==> config.mk <==
export PLATFORM = sky130hd
export DESIGN_NAME = mem_arbiter16
export DESIGN_NICKNAME = d
export VERILOG_FILES = /design/src/rtl/mem_arbiter16.sv
export SDC_FILE = /design/constraint.sdc
export NUM_CORES = 1
export LEC_CHECK = 0
export CORE_UTILIZATION = 23
export CTS_CLUSTER_DIAMETER = 80
export DETAILED_ROUTE_END_ITERATION = 10
export GPL_TIMING_DRIVEN = 0
export PLACE_DENSITY_LB_ADDON = 0.1
export SETUP_SLACK_MARGIN = 0.2
export SLEW_MARGIN = 0
export SYNTH_ARGS = -nofsm -noshare
export SYNTH_HDL_FRONTEND = slang
export SYNTH_SLANG_ARGS = --single-unit
==> constraint.sdc <==
create_clock -name clk -period 2.75 [get_ports clk]
set_input_delay 0.55 -clock clk [delete_from_list [all_inputs] [get_ports clk]]
set_output_delay 0.55 -clock clk [all_outputs]
set_load 0.05 [all_outputs]
==> src/rtl/mem_arbiter16.sv <==
// mem_arbiter16 -- shares one single-port synchronous RAM between the
// instruction-fetch port and the data load/store port of cpu16.
//
// At most one RAM access is issued per cycle. Stores beat loads, loads beat
// fetches, but once fetch has been denied STARVE_MAX consecutive cycles it is
// forced to win one cycle. The granted port sees its rdy strobe one cycle
// after the access is issued, together with the RAM read data.
//
// Ports:
//   clk, reset                    system clock, synchronous active-high reset
//   ins_rd_addr/req               fetch request (level) and address
//   ins_rd_data/rdy               fetch completion strobe and read data
//   dat_rw_addr, dat_wr_data      load/store address and store data
//   dat_rd_req, dat_wr_req        load / store requests (level)
//   dat_rd_data/rdy, dat_wr_rdy   load / store completion strobes, load data
//   mem_addr, mem_wr_data         RAM address and write data
//   mem_wr_en, mem_rd_en          RAM strobes (never both high)
//   mem_rd_data                   RAM read data, valid cycle after mem_rd_en

module mem_arbiter16 #(
    parameter int AW         = 16,
    parameter int STARVE_MAX = 4
) (
    input  logic          clk,
    input  logic          reset,
    input  logic [AW-1:0] ins_rd_addr,
    input  logic          ins_rd_req,
    output logic [15:0]   ins_rd_data,
    output logic          ins_rd_rdy,
    input  logic [AW-1:0] dat_rw_addr,
    input  logic [15:0]   dat_wr_data,
    input  logic          dat_rd_req,
    input  logic          dat_wr_req,
    output logic [15:0]   dat_rd_data,
    output logic          dat_rd_rdy,
    output logic          dat_wr_rdy,
    output logic [AW-1:0] mem_addr,
    output logic [15:0]   mem_wr_data,
    output logic          mem_wr_en,
    output logic          mem_rd_en,
    input  logic [15:0]   mem_rd_data
);

    localparam logic [1:0] G_NONE = 2'd0;
    localparam logic [1:0] G_INS  = 2'd1;
    localparam logic [1:0] G_DRD  = 2'd2;
    localparam logic [1:0] G_DWR  = 2'd3;

    // Keep the counter at least one bit wide so STARVE_MAX=0 still elaborates.
    localparam int SCW = (STARVE_MAX > 0) ? $clog2(STARVE_MAX + 1) : 1;
    localparam logic [SCW-1:0] STARVE_LIM = SCW'(STARVE_MAX);

    logic [1:0]     grant;
    logic [1:0]     resp_q, resp_d;
    logic [SCW-1:0] starve_q, starve_d;
    logic           fetch_forced;

    assign fetch_forced = (STARVE_MAX > 0) && (starve_q == STARVE_LIM) && ins_rd_req;

    always_comb begin
        grant = G_NONE;
        if (reset)            grant = G_NONE;
        else if (fetch_forced) grant = G_INS;
        else if (dat_wr_req)  grant = G_DWR;
        else if (dat_rd_req)  grant = G_DRD;
        else if (ins_rd_req)  grant = G_INS;
    end

    // RAM issue. Address/data are don't-care when no strobe is raised, so the
    // data-port values are the idle default.
    always_comb begin
        mem_addr    = dat_rw_addr;
        mem_wr_data = dat_wr_data;
        mem_rd_en   = 1'b0;
        mem_wr_en   = 1'b0;
        case (grant)
            G_INS: begin
                mem_addr  = ins_rd_addr;
                mem_rd_en = 1'b1;
            end
            G_DRD:   mem_rd_en = 1'b1;
            G_DWR:   mem_wr_en = 1'b1;
            default: ;
        endcase
    end

    always_comb begin
        resp_d   = grant;
        starve_d = starve_q;
        if (!ins_rd_req || grant == G_INS)
            starve_d = '0;
        else if (starve_q < STARVE_LIM)
            starve_d = starve_q + SCW'(1);
    end

    always_ff @(posedge clk) begin
        if (reset) begin
            resp_q   <= G_NONE;
            starve_q <= '0;
        end else begin
            resp_q   <= resp_d;
            starve_q <= starve_d;
        end
    end

    // Strobes are masked while reset is held so a response already latched
    // before reset rose never reaches the requester.
    assign ins_rd_rdy  = !reset && (resp_q == G_INS);
    assign dat_rd_rdy  = !reset && (resp_q == G_DRD);
    assign dat_wr_rdy  = !reset && (resp_q == G_DWR);
    assign ins_rd_data = mem_rd_data;
    assign dat_rd_data = mem_rd_data;

endmodule

==> results of run 1 <==
==> Yosys cell counts <==
| master | count |
|---|---|
| or3b_4 | 1 |
| inv_1 | 4 |
| a311oi_1 | 4 |
| buf_4 | 48 |
| nand2_1 | 1 |
| nor2_1 | 6 |
| nor3b_1 | 2 |
| and3b_2 | 1 |
| mux2i_1 | 1 |
| dfxtp_1 | 5 |
| a311o_2 | 1 |
| buf_6 | 3 |
| buf_2 | 1 |
| mux2_2 | 16 |
| ha_1 | 4 |
| xor2_1 | 1 |
==> registers in the layout, indices dropped and copies added (netlist names) <==
register  count
resp_q        2
starve_q      3
==> stage by stage <==
stage	utilization [%]	setup slack (ns)	std cells	cell area, sq um	hold WS, ns
after floorplan	-	0.321	99	872	0.490
after global placement	53.9	-0.906	251	1970	0.505
after detailed placement	53.9	-0.918	251	1970	0.541
after global routing	62.1	0.0254	265	2270	0.558
final	62.1	0.0781	265	2270	0.550
after CTS	61.4	0.0273	264	2250	0.540
==> worst max-delay path: stages <==
cell and delay [ns]:
buf_2 0.13, nor2_2 0.07, a311o_2 0.38, ha_4 0.16, buf_6 0.12, buf_12 0.12
buf_16 0.13, mux2_4 0.30, buf_8 0.15
==> layer usage <==
layer,GRT usage (%),vias up,share of wire (%)
met5,0,-,0
met4,2.56,0,0.61
met3,5.62,2,10
met2,30.3,72,56
met1,13.3,472,33
li1,-,516,-
==> power breakdown <==
| part | switching [mW] | internal [mW] |
|---|---|---|
| Clock | 0.0355 | 0.0994 |
| Sequential | 0.00204 | 0.0768 |
| Combinational | 0.296 | 0.257 |
==> how the worst max path moves through the flow <==
stage               slack (ns)           to         from
floorplan                 0.32  mem_addr[0]  starve_q[0]
global placement         -0.91  mem_addr[9]   ins_rd_req
detailed placement       -0.92  mem_addr[9]   ins_rd_req
CTS                       0.03  mem_addr[0]  starve_q[1]
global route              0.03  mem_addr[6]  starve_q[1]
finish                    0.08  mem_addr[6]   dat_rd_req
==> area by class of cell <==
type                       count  area, sq um
timing repair buffer         114         1200
multi-input combinational     38          447
sequential                     5          103
clock buffer                   4         45.0
fill                         294         1390
tap                           48         60.1
buffer                        52          405
inverter                       4         15.0
==> repair_timing <==
action,4_1_cts,5_1_grt
buffers inserted,8,1
gates cloned,1,0
gates resized for setup,162,4
pin swaps,5,4
endpoints found under the setup margin,18,16
==> cell families after synthesis <==
kind of cell	after synthesis	synth area share (%)
fa+ha+maj	4	5.74
simple gates	11	7.17
xor+xnor	1	1.00
flops	5	11.5
buf+inv	56	47.5
compound gates	5	5.31
mux	17	21.8
==> reports/results.ini, run 1 <==
[worst_hold_path]
min_path_cells = 2
hold_path_class = in2reg
hold_end = resp_q[0]
min_from = reset

[floorplan]
die_w_um = 63.6
row_count = 22
start_util_pct = 23.8
dieHeight_um = 63.6
ios = 138
core_area_sq_mm = 0.00366
die_area_sq_mm = 0.00404

[yosys]
yosysTopAreaCell = buf_4
syn_inst = 99
ys_seq_area_share_pct = 11.5
synth.yosys.warnings = 0
yosys-top-cells-area = buf_4, mux2_2, dfxtp_1
synth_top_area_share_pct = 41.3
synth_cell_types = 16
syn_area_per_cell_sq_um = 8.81
synth-seq-cells = 5
syn_nets = 172
syn_area_sq_um = 872

[timing]
hold_violations = 0
min_period_ns = 2.67
fmax_mhz = 374
tns_ns = 0
slew_headroom_pct = 64.5
worst_slew_pin_slew_ns = 0.535
rsz0062_at_grt = true
fin_crit_sh_pct = 97.2
worst_clock_skew_ns = 0.00118
slew_viol_final = 0
setup_viol = 0

[global_routing]
grt_overflow_total = 0
grt_pass1_wl_mm = 4.77
grt_antenna_before_repair = 0
track_usage_pct = 14.7
grt_max_degree = 10
first_global_vias = 1068

[cts]
clk_path_buf_depth = 2
cts_buffers = 3
cts_tree = built
cts_max_level = 1
cts_sinks = 5
worstSkewPairLatency_ns = 0.22
cts.clk_slew.worst_paths_ns = 0.03
holdBufCountCts = 0
clockRootBuffer = clkbuf_8

[critical_path]
reg2reg_to = starve_q[1]
critical_path_required_ns = 2.20
criticalPathCategory = in2out
r2r-start = starve_q[1]
reg2reg_setup_slack_ns = 0.86
cp-start-kind = primary input
arrival_ns = 2.12
critPathCaptureType = primary output
reg2reg_depth = 8
cp_max_fo = 5

[pwr]
p_per_area_mw_per_mm2 = 337
finalPower_uw = 767
peakVddDrop_uv = 279
leakagePower_nw = 1.03

[finish]
n_antenna_cell = 0
nets = 291
area_delta_synth_final_pct = 161
drive_above_1_share_pct = 52.1
layout_common_cells = clkdlybuf4s50_1, buf_4, buf_8
layout_commonest_cell = clkdlybuf4s50_1

[detailed_routing]
detail-route-antenna-nets = 0
drt_first_pass_iters = 4
drc = 0
wl_per_cell_um = 11.7
routed_wl_mm = 3.10
drt_iter0_drc = 14
avgViaCountPerCell = 4.01
vias = 1062

[placed_design]
dp_hpwl_mm = 2.39
port-buffer-count = 104
gp_congestion = 0.654

[flow_run]
maxCapViolCount = 0

[run_status]
status = finished clean

Note: power is estimated with default switching activity, not from simulation.
==> inputs of run 2 (changes only) <==
Settings changed: PLACE_DENSITY from default to 0.88, PLACE_DENSITY_LB_ADDON 0.1 to default.
==> run 2 against run 1 <==
Clock power hardly changed; final area grew 1.2%; clock-buffer cell count unchanged; sequential power hardly changed; sequential share of layout area is 0.052 points lower; critical path type is now reg2out; largest cell class unchanged; largest power group unchanged.
==> reports/results.ini, run 2 (same netlist as run 1, synthesis figures left out) <==
[cts]
cts_max_level = 1  ; unchanged
cts_buffers = 3  ; unchanged
cts_tree = built  ; unchanged
cts_sinks = 5  ; unchanged
clockRootBuffer = clkbuf_8  ; unchanged
worstSkewPairLatency_ns = 0.22  ; about the same
clk_path_buf_depth = 2  ; unchanged
holdBufCountCts = 0  ; unchanged
cts.clk_slew.worst_paths_ns = 0.04  ; was 0.03 ns

[critical_path]
critPathCaptureType = primary output  ; unchanged
critical_path_required_ns = 2.20  ; about the same
cp_max_fo = 5  ; unchanged
critPathTopFamily = buffers and inverters  ; unchanged
cp-start-kind = register  ; was primary input
crit_slowest_cell = a311o_2  ; unchanged
arrival_ns = 2.02  ; was 2.12 ns
path_cells = inv_2 > ha_4 > a311o_2 > ha_4 > buf_6 > buf_16 > mux2_4 > buf_8  ; was buf_2 > nor2_2 > a311o_2 > ha_4 > buf_6 > buf_12 > buf_16 > mux2_4 > buf_8
cp_common_cell = ha_4
cp_num_buf_inv = 4  ; was 5
slowest_delay_ns = 0.38  ; about the same
criticalPathCategory = reg2out  ; was in2out

[timing]
min_period_ns = 2.57  ; was 2.67 ns
worst_clock_skew_ns = 0.00385  ; was 0.00118 ns
setup_viol = 0  ; unchanged
worst_slew_pin_slew_ns = 0.532  ; was 0.535 ns
hold_ws_ns = 0.536  ; was 0.550 ns
fin_crit_sh_pct = 93.6  ; was 97.2%
slew_viol_final = 0  ; unchanged
rsz0062_at_grt = true  ; unchanged
fmax_mhz = 389  ; was 374 MHz
slew_headroom_pct = 64.4  ; was 64.5%
hold_violations = 0  ; unchanged

[global_routing]
track_usage_pct = 14.8  ; was 14.7%
grt_pass1_wl_mm = 4.55  ; was 4.77 mm
grt_overflow_total = 0  ; unchanged
grt_antenna_before_repair = 0  ; unchanged
first_global_vias = 967  ; was 1068
grt_max_degree = 10  ; unchanged

[floorplan]
dieHeight_um = 63.6  ; unchanged
die_w_um = 63.6  ; unchanged
start_util_pct = 23.8  ; unchanged
ios = 138  ; unchanged
die_area_sq_mm = 0.00404  ; unchanged
row_count = 22  ; unchanged
core_area_sq_mm = 0.00366  ; unchanged

[detailed_routing]
avgViaCountPerCell = 3.95  ; was 4.01
routed_wl_mm = 3.32  ; was 3.10 mm
drt_iter0_drc = 24  ; was 14
detail-route-antenna-nets = 0  ; unchanged
drc = 0  ; unchanged
wl_per_cell_um = 12.6  ; was 11.7 um
drt_first_pass_iters = 6  ; was 4
vias = 1043  ; was 1062

[pwr]
p_clk_share_pct = 17.4  ; was 17.6%
p_comb_share_pct = 72.5  ; was 72.1%
power_frac_seq_pct = 10.1  ; was 10.3%
p_per_area_mw_per_mm2 = 339  ; was 337 mW/mm^2
swShare_pct = 43.6  ; was 43.5%
peakVddDrop_uv = 197  ; was 279 uV
p_sw_uw = 340  ; was 334 uW
internal-power_uw = 440  ; was 433 uW
leakagePower_nw = 1.05  ; was 1.03 nW

[run_status]
status = finished clean  ; unchanged

[placed_design]
port-buffer-count = 104  ; unchanged
dpl_cell_area_sq_mm = 0.00197  ; unchanged
dp_hpwl_mm = 2.44  ; was 2.39 mm
gp_congestion = 0.678  ; was 0.654

[worst_hold_path]
hold_path_class = in2reg  ; unchanged

[finish]
n_antenna_cell = 0  ; unchanged
area_delta_synth_final_pct = 164  ; was 161%
drive_above_1_share_pct = 52.8  ; was 52.1%
largest_register = starve_q  ; unchanged
nets = 290  ; was 291
layout_common_cells = clkdlybuf4s50_1, buf_4, buf_8  ; unchanged
utilization_pct = 62.8  ; was 62.1%
fillers = 323  ; was 294
layout_commonest_cell = clkdlybuf4s50_1  ; unchanged
fin_area_sq_mm = 0.00230  ; was 0.00227 sq mm
largest_register_ffs = 3  ; unchanged
largest_registers = starve_q x3, resp_q x2  ; unchanged

[flow_run]
maxCapViolCount = 0  ; unchanged

-- run 2: changes by cell type in the layout (fill, tap and decap cells not counted), moves of 5 or more --
cell,previous run,this run
buf_6,8,2
buf_8,12,18
mux2_2,5,0
mux2_4,11,16
-- run 2: final cells by class --
cell class,count,area [sq um],share of cell area [%]
Buffer,52,403,17.5
Clock buffer,4,45.0,1.96
Inverter,4,15.0,0.653
Multi-Input combinational cell,38,473,20.6
Sequential cell,5,103,4.46
Tap cell,48,60.1,2.61
Timing Repair Buffer,113,1200,52.2
-- run 2: repair_timing --
item | 4_1_cts | 5_1_grt
setup endpoints to repair | 18 | 17
resized for setup | 150 | 28
buffers inserted | 5 | 3
endpoints found under the hold margin | 0 | 0
pin swaps | 3 | 3
cloned | 1 | 0
-- run 2: worst paths after layout --
path,start,end,slack (ns),depth (start not counted)
worst max-delay path,starve_q[0],mem_addr[11],0.18,8
worst min-delay path,reset,resp_q[0],0.54,2
worst max register to register,starve_q[0],starve_q[1],0.87,8
worst min register to register,starve_q[1],starve_q[1],0.60,3
-- run 2: power by group through the flow --
stage	clock, mW	sequential, mW	combinational [mW]
after floorplan	0	0.0794	0.326
after global placement	0	0.0797	0.491
final	0.136	0.0789	0.565
after detailed placement	0	0.0799	0.494
after global routing	0.149	0.0793	0.584
after CTS	0.139	0.0787	0.536
-- run 2: routing by layer --
metal  track usage, %  wire [um]
met1             15.0       1100
met2             29.7       1970
met3             3.26        206
met4             3.98         44
met5                0          0
-- run 2: through the flow --
stage / TNS (ns) / setup WS, ns / total power [mW] / cells
6_report: 0 / 0.177 / 0.780 / 264
5_1_grt: 0 / 0.122 / 0.813 / 264
4_1_cts: 0 / 0.0460 / 0.754 / 261
3_5_place_dp: -15.59 / -0.988 / 0.574 / 251
3_3_place_gp: -14.93 / -0.957 / 0.571 / 251
2_1_floorplan: 0 / 0.321 / 0.405 / 99
==> inputs of run 3 (changes only) <==
Settings changed: TNS_END_PERCENT from default to 1.
==> run 3 against run 2 <==
Clock power about the same; register-to-register slack got worse by 0.04 ns; final area shrank 1.4%; final cell count decreased by 1.5%; non-clock buffer count down 4; critical path type unchanged; die area stayed put; highest routed layer unchanged; largest cell class unchanged; utilization shrank 0.85 points; routed wire length decreased by 4.8%; worst hold slack worse by 0.019 ns; global-route usage shrank 0.56 points; total power shrank 0.82%.
==> reports/results.ini, run 3 (same netlist as run 1, synthesis figures left out) <==
[detailed_routing]
drt_iter0_drc = 16  ; was 24
drc = 0  ; unchanged
avgViaCountPerCell = 3.92  ; was 3.95
detail-route-antenna-nets = 0  ; unchanged
drt_first_pass_iters = 6  ; unchanged
vias = 1019  ; was 1043
routed_wl_mm = 3.16  ; was 3.32 mm
wl_per_cell_um = 12.1  ; was 12.6 um

[timing]
slew_viol_final = 0  ; unchanged
slew_headroom_pct = 64.4  ; about the same
hold_violations = 0  ; unchanged
rsz0062_at_grt = true  ; unchanged
tns_ns = 0  ; unchanged
min_period_ns = 2.61  ; was 2.57 ns
setup_viol = 0  ; unchanged
fmax_mhz = 383  ; was 389 MHz
worst_slew_pin_slew_ns = 0.532  ; about the same
worst_clock_skew_ns = 0.00377  ; was 0.00385 ns
fin_crit_sh_pct = 95.0  ; was 93.6%

[global_routing]
track_usage_pct = 14.3  ; was 14.8%
grtUsageMet2_pct = 28.1  ; was 29.7%
grt_antenna_before_repair = 0  ; unchanged
grt_overflow_total = 0  ; unchanged
grt_pass1_wl_mm = 4.39  ; was 4.55 mm
grt_use_met1_pct = 14.4  ; was 15.0%
top_usage_layer = met2  ; unchanged
grt_max_degree = 10  ; unchanged
first_global_vias = 936  ; was 967
met3_usage_pct = 3.44  ; was 3.26%

[run_status]
status = finished clean  ; unchanged

[pwr]
peakVddDrop_uv = 196  ; was 197 uV
leakagePower_nw = 1.03  ; was 1.05 nW
p_per_area_mw_per_mm2 = 341  ; was 339 mW/mm^2

[cts]
cts_max_level = 1  ; unchanged
cts_tree = built  ; unchanged
cts.clk_slew.worst_paths_ns = 0.03  ; was 0.04 ns
clockRootBuffer = clkbuf_8  ; unchanged
cts_sinks = 5  ; unchanged
cts_buffers = 3  ; unchanged
worstSkewPairLatency_ns = 0.22  ; about the same
clk_path_buf_depth = 2  ; unchanged

[floorplan]
die_area_sq_mm = 0.00404  ; unchanged
start_util_pct = 23.8  ; unchanged
ios = 138  ; unchanged
dieHeight_um = 63.6  ; unchanged
core_area_sq_mm = 0.00366  ; unchanged
die_w_um = 63.6  ; unchanged
row_count = 22  ; unchanged

[finish]
largest_register_ffs = 3  ; unchanged
largest_register = starve_q  ; unchanged
layout_commonest_cell = clkdlybuf4s50_1  ; unchanged
layout_common_cells = clkdlybuf4s50_1, buf_4, buf_8  ; unchanged
drive_above_1_share_pct = 51.4  ; was 52.8%
fillers = 321  ; was 323
fin_area_sq_mm = 0.00227  ; was 0.00230 sq mm
n_antenna_cell = 0  ; unchanged
area_delta_synth_final_pct = 160  ; was 164%
largest_registers = starve_q x3, resp_q x2  ; unchanged
nets = 286  ; was 290

[critical_path]
criticalPathCategory = reg2out  ; unchanged
cp-start-kind = register  ; unchanged
cp_max_fo = 5  ; unchanged
arrival_ns = 2.06  ; was 2.02 ns
path_cells = inv_2 > ha_4 > a311o_2 > ha_4 > buf_6 > buf_16 > mux2_4 > buf_8  ; unchanged
slowest_delay_ns = 0.40  ; was 0.38 ns
crit_slowest_cell = a311o_2  ; unchanged
cp_common_cell = ha_4  ; unchanged
critPathCaptureType = primary output  ; unchanged
critical_path_required_ns = 2.20  ; about the same
cp_num_buf_inv = 4  ; unchanged
critPathTopFamily = buffers and inverters  ; unchanged

[placed_design]
gp_congestion = 0.678  ; unchanged
port-buffer-count = 104  ; unchanged
dp_hpwl_mm = 2.44  ; unchanged
dpl_cell_area_sq_mm = 0.00197  ; unchanged

[worst_hold_path]
hold_path_class = reg2reg  ; was in2reg

[flow_run]
maxCapViolCount = 0  ; unchanged

run 3: changes by cell type in the layout (fill, tap and decap cells not counted):
cell	delta
buf_2	-1
buf_4	-4
dlygate4sd2_1	+1
nand2_2	+1
nand2_4	-1
run 3: layer usage:
layer | vias up | wire length [um]
met5 | - | 0
met4 | 0 | 36
met3 | 4 | 200
met2 | 54 | 1860
met1 | 457 | 1060
li1 | 504 | -
run 3: layout make-up:
class | count | area [sq um] | area share, %
clock buffer | 4 | 45.0 | 1.99
buffer | 52 | 403 | 17.8
multi-input combinational | 38 | 468 | 20.6
timing repair buffer | 109 | 1170 | 51.8
inverter | 4 | 15.0 | 0.662
sequential | 5 | 103 | 4.52
tap | 48 | 60.1 | 2.65
run 3: repair_timing:
| action | CTS | global route |
|---|---|---|
| setup buffers | 2 | 2 |
| hold buffers | 0 | 0 |
| gates resized for setup | 144 | 30 |
| pin swaps | 3 | 4 |
| endpoints found under the setup margin | 18 | 18 |
| gates cloned | 1 | 0 |
run 3: final timing paths:
| check | start | end | slack [ns] | cells after the start |
|---|---|---|---|---|
| worst max-delay path | starve_q[0] | mem_addr[11] | 0.14 | 8 |
| worst min-delay path | starve_q[0] | starve_q[0] | 0.52 | 2 |
| worst max register to register | starve_q[0] | starve_q[1] | 0.83 | 8 |
| worst min register to register | starve_q[0] | starve_q[0] | 0.52 | 2 |
run 3: power by group:
part	internal, mW	switching, mW
Combinational	0.260	0.299
Sequential	0.0768	0.00249
Clock	0.0995	0.0356
run 3: stage by stage:
stage | cells | setup slack [ns] | hold WS (ns) | util (%) | power [mW]
floorplan | 99 | 0.321 | 0.490 | - | 0.405
finish | 260 | 0.138 | 0.517 | 62.0 | 0.773
global route | 260 | 0.0839 | 0.538 | 62.0 | 0.807
global placement | 251 | -0.957 | 0.512 | 53.9 | 0.571
CTS | 258 | 0.0300 | 0.522 | 58.8 | 0.746
detailed placement | 251 | -0.988 | 0.532 | 53.9 | 0.574
run 3: tightest hold or removal path: stages, from the launching register on:
cell     delay [ns]
dfxtp_2        0.34
xor2_1         0.07
nor2_1         0.07
